`config.mk`:
```
export PLATFORM = sky130hd
export DESIGN_NAME = mod_n_stream
export DESIGN_NICKNAME = d
export VERILOG_FILES = /design/src/rtl/mod_n_stream.sv
export SDC_FILE = /design/constraint.sdc
export NUM_CORES = 1
export LEC_CHECK = 0
export ABC_AREA = 1
export ABC_CLOCK_PERIOD_IN_PS = 3700
export CORE_MARGIN = 3
export CORE_UTILIZATION = 40
export CTS_BUF_LIST = sky130_fd_sc_hd__clkbuf_8
export CTS_CLUSTER_SIZE = 14
export DETAILED_ROUTE_END_ITERATION = 16
export GPL_ROUTABILITY_DRIVEN = 0
export PLACE_DENSITY = 0.6
export SYNTH_ARGS = -nofsm -noshare
export SYNTH_HDL_FRONTEND = slang
export SYNTH_SLANG_ARGS = --single-unit
```
`constraint.sdc`:
```
create_clock -name clk -period 3.7 [get_ports clk]
set_clock_uncertainty 0.05 [all_clocks]
set_input_delay 0.74 -clock clk [delete_from_list [all_inputs] [get_ports clk]]
set_output_delay 0.74 -clock clk [all_outputs]
set_load 0.02 [all_outputs]
```
`src/rtl/mod_n_stream.sv`:
```
`default_nettype none
// ==== mod_n_stream : MSB-first digit-stream residue (value mod MOD) per framed packet ====
// ==== rev 1.0 ============================================================================
module mod_n_stream #(
  parameter int MOD     = 3,
  parameter int RES_W   = 2,
  parameter int DIGIT_W = 1,
  parameter int CNT_W   = 8
) (
  input  logic               clk,
  input  logic               rst_n,
  input  logic               start,
  input  logic               finish,
  input  logic               in_valid,
  input  logic [DIGIT_W-1:0] in_data,
  output logic               busy,
  output logic [RES_W-1:0]   residue,
  output logic               divisible,
  output logic               out_valid,
  output logic [CNT_W-1:0]   beat_cnt
);

  localparam logic [RES_W:0] c_mod = (RES_W+1)'(MOD);

  typedef enum logic [0:0] {
    IDLE = 1'b0,
    ACC  = 1'b1
  } state_t;

  state_t            r_state;
  state_t            w_state_next;
  logic [RES_W-1:0]  r_acc;
  logic [CNT_W-1:0]  r_cnt;
  logic              w_load;
  logic              w_done;
  logic [RES_W-1:0]  w_base;
  logic [RES_W:0]    w_t;
  logic [RES_W-1:0]  w_acc_next;
  logic [CNT_W-1:0]  w_cnt_base;
  logic [CNT_W-1:0]  w_cnt_inc;
  logic [CNT_W-1:0]  w_cnt_next;

  // A start always begins from an empty frame, even mid-frame.
  assign w_base     = start ? '0 : r_acc;
  assign w_cnt_base = start ? '0 : r_cnt;

  // Shift in one bit at a time; t < 2*MOD keeps a single conditional subtract exact.
  always_comb begin
    w_t = {1'b0, w_base};
    for (int i = DIGIT_W - 1; i >= 0; i--) begin
      w_t = {w_t[RES_W-1:0], in_data[i]};
      if (w_t >= c_mod) begin
        w_t = w_t - c_mod;
      end
    end
  end

  assign w_acc_next = in_valid ? w_t[RES_W-1:0] : w_base;
  assign w_cnt_inc  = (w_cnt_base == '1) ? w_cnt_base : w_cnt_base + 1'b1;
  assign w_cnt_next = in_valid ? w_cnt_inc : w_cnt_base;

  always_comb begin
    w_state_next = r_state;
    w_load       = 1'b0;
    w_done       = 1'b0;
    case (r_state)
      IDLE: begin
        if (start) begin
          w_state_next = ACC;
          w_load       = 1'b1;
        end
      end
      ACC: begin
        w_load = 1'b1;
        if (!start && finish) begin
          w_state_next = IDLE;
          w_done       = 1'b1;
        end
      end
      default: begin
        w_state_next = IDLE;
      end
    endcase
  end

  always_ff @(posedge clk or negedge rst_n) begin
    if (!rst_n) begin
      r_state   <= IDLE;
      r_acc     <= '0;
      r_cnt     <= '0;
      residue   <= '0;
      divisible <= 1'b0;
      beat_cnt  <= '0;
      out_valid <= 1'b0;
    end else begin
      r_state   <= w_state_next;
      out_valid <= w_done;
      if (w_load) begin
        r_acc <= w_acc_next;
        r_cnt <= w_cnt_next;
      end
      if (w_done) begin
        residue   <= w_acc_next;
        divisible <= (w_acc_next == '0);
        beat_cnt  <= w_cnt_next;
      end
    end
  end

  assign busy = (r_state == ACC);

endmodule
`default_nettype wire

```
==> qor.yml <==
status: "finished, final reports clean"
htreeDepth: 1
synth_edf_count: 0
dp.cells: 228
first_iter_violations: 47
drc_errors: 0
tightestPinTransition_ns: 1.01
cp_data_required_time_ns: 3.80
cts_tree: "done"
ys_seq_area_share_pct: 44.8
cts_buffers: 3
synthTopCellsByCount: "nand2_1 (75), dfrtp_1 (23), nand3_1 (21)"
yosys.area.top_type: "dfrtp_1"
start_kind: "input pin"
synthCells: 173
clk_pin_slew_worst_paths_ns: 0.08
hold_viol: 0
core_mm2: 0.00290
grt_pass1_wl_mm: 4.89
leakagePower_nw: 0.792
synthToLayoutAreaGrowth_pct: 18.9
synth_area_mm2: 0.00128
yosysUniqueCellTypes: 24
setup_viol: 0
num_antenna_cells: 0
p_seq_share_pct: 50.5
final_util_pct: 52.6
fmaxAchievable_mhz: 389
ant_nets: 0
dieWidth_um: 62.7
dr.pass1.iters: 4
final_cells: 232
grt_use_total_pct: 15.2
drive_gt1_share_pct: 8.42
synth_most_common_cell: "nand2_1"
antenna_found_initial: 0
viasPerCell: 4.86
internal_power_w: 0.000403
fin_crit_ns: 2.57
ctsResizeCount: 0
peakVddDrop_uv: 250
p_switching_w: 0.000171
clockBufferDepth: 2
tns_ns: 0
grt_pass1_vias: 1129
synth_top_cell_area_share_pct: 44.8
layout.cell_area.non_filler_mm2: 0.00153
clock_latency_ns: 0.26
synth_nets: 181
wl_per_cell_um: 11.8
cts_setup_buffers: 0
p_clk_share_pct: 27.2
grt_setup_unrepaired: "no"
synth-seq-cells: 23
cts_root_buf: "clkbuf_8"
boundaryPins: 19
min_period_over_period_pct: 69.5
max_stage_delay_ns: 0.51
synth.area.top_cells: "dfrtp_1 (45%), nand2_1 (22%), nand3_1 (8.2%), inv_1 (5.0%), ha_1 (1.9%)"
critical_path_class: "in -> reg"
routed_wirelength_mm: 2.74
finalNetCount: 199
num_rows: 19
clkSinkCount: 23
combPwrFrac_pct: 22.3
grt_max_degree: 24
placed_cell_area_mm2: 0.00148
p_per_area_mw_per_mm2: 376
path_cells: "clkdlybuf4s50_1, inv_2, nand2_1, inv_1, ha_1, nand2_1, nor2_1, nand3_2, nand2_1, nand2_1, nand3_1, nand2_1"
fin_hold_ws_ns: 0.432
dpl.hpwl_mm: 2.10
dieArea_mm2: 0.00393
slew_headroom_pct: 32.7
initial_core_util_pct: 44.3
postSynthAreaPerCell_um2: 7.42
cpMostUsedCell: "nand2_1"
worstHoldPathType: "reg -> reg"
grt.overflow.total: 0
finalMaxSlewViolations: 0
crit_fanout: 13
critPathSlowestCell: "clkdlybuf4s50_1"
dr_total_vias: 1128
synthArstFlopShare_pct: 100
ys.flop_type: "dfrtp_1"
arrival_ns: 2.68
fp.dieH_um: 62.7
io_buffer_count: 18
yosysWarnings: 0
max_cap_viol_count: 0
hold_buffers: 0
crit_path_end_kind: "flip-flop"
power.share.switching_pct: 29.7
## worst max-delay path, delay by kind of cell
kind,cells,cell delay (ns)
buffers and inverters,3,0.86
adder cells (fa/ha/maj),1,0.18
AND/OR/NAND/NOR,8,0.89
## final timing paths
path,start,endpoint,slack [ns],cells past startpoint
hold / removal,beat_cnt[6],beat_cnt[6],0.43,2
max in group asynchronous,rst_n,divisible,2.02,1
setup / recovery,start,r_cnt[0],1.13,12
hold reg to reg,beat_cnt[6],beat_cnt[6],0.43,2
min in group asynchronous,rst_n,r_cnt[6],0.98,1
setup reg to reg,r_cnt[0],r_cnt[0],2.05,10
## layer usage
metal	GRT usage [%]	up-vias	wire length, um	share of wire, %
met2	27.8	13	1380	50
met4	3.86	0	26	0.95
li1	-	575	-	-
met5	0	-	0	0
met1	18.5	536	1280	47
met3	2.34	4	61	2.2
## metrics by stage
stage	worst slack, ns	power [W]
global route	0.928	0.000609
detailed placement	0.858	0.000425
global placement	0.973	0.000422
floorplan	1.66	0.000370
finish	1.13	0.000574
CTS	1.14	0.000582
## cells in the final DEF, fill, tap and decap left out, drive strengths merged
cell type | Yosys | final
ha | 2 | 2
dfrtp | 23 | 23
o21bai | 1 | 1
clkdlybuf4s50 | 0 | 18
a31oi | 2 | 2
nand3b | 3 | 3
clkbuf | 0 | 3
nand3 | 23 | 23
o21a | 1 | 1
a21oi | 1 | 1
o21ai | 2 | 2
clkinv | 0 | 1
inv | 19 | 19
nand2 | 78 | 78
nor3 | 2 | 2
nor2 | 10 | 10
nand4 | 1 | 1
## kinds of logic (layout without fill, tap and decap cells)
logic type / after synthesis / in the layout / share of synthesized area, %
AO/OA/AOI/OAI: 7 / 7 / 3.31
adder cells (fa/ha/maj): 2 / 2 / 1.95
buffers and inverters: 24 / 41 / 8.38
flip-flops: 23 / 23 / 44.8
AND/OR/NAND/NOR: 117 / 117 / 41.5
## final cells by class
cell class	instances	area (um2)
timing repair buffer	18	180
multi-input combinational	126	601
inverter	19	71.3
clock inverter	1	5.00
tap	42	52.6
sequential	23	576
clock buffer	3	41.3
fill	296	1370
## registers in the layout (all words and copies together), names as in the netlist
name	cells
out_valid	1
beat_cnt	8
divisible	1
r_acc	2
r_cnt	8
busy	1
residue	2
## power by group through the flow
| stage | Sequential (W) | Combinational [W] | Clock [W] |
|---|---|---|---|
| global placement | 0.000294 | 0.000128 | 0 |
| global route | 0.000293 | 0.000142 | 0.000173 |
| finish | 0.000290 | 0.000128 | 0.000156 |
| CTS | 0.000290 | 0.000130 | 0.000162 |
| detailed placement | 0.000295 | 0.000130 | 0 |
| floorplan | 0.000312 | 0.0000580 | 0 |
(Power assumes the default switching activity.)
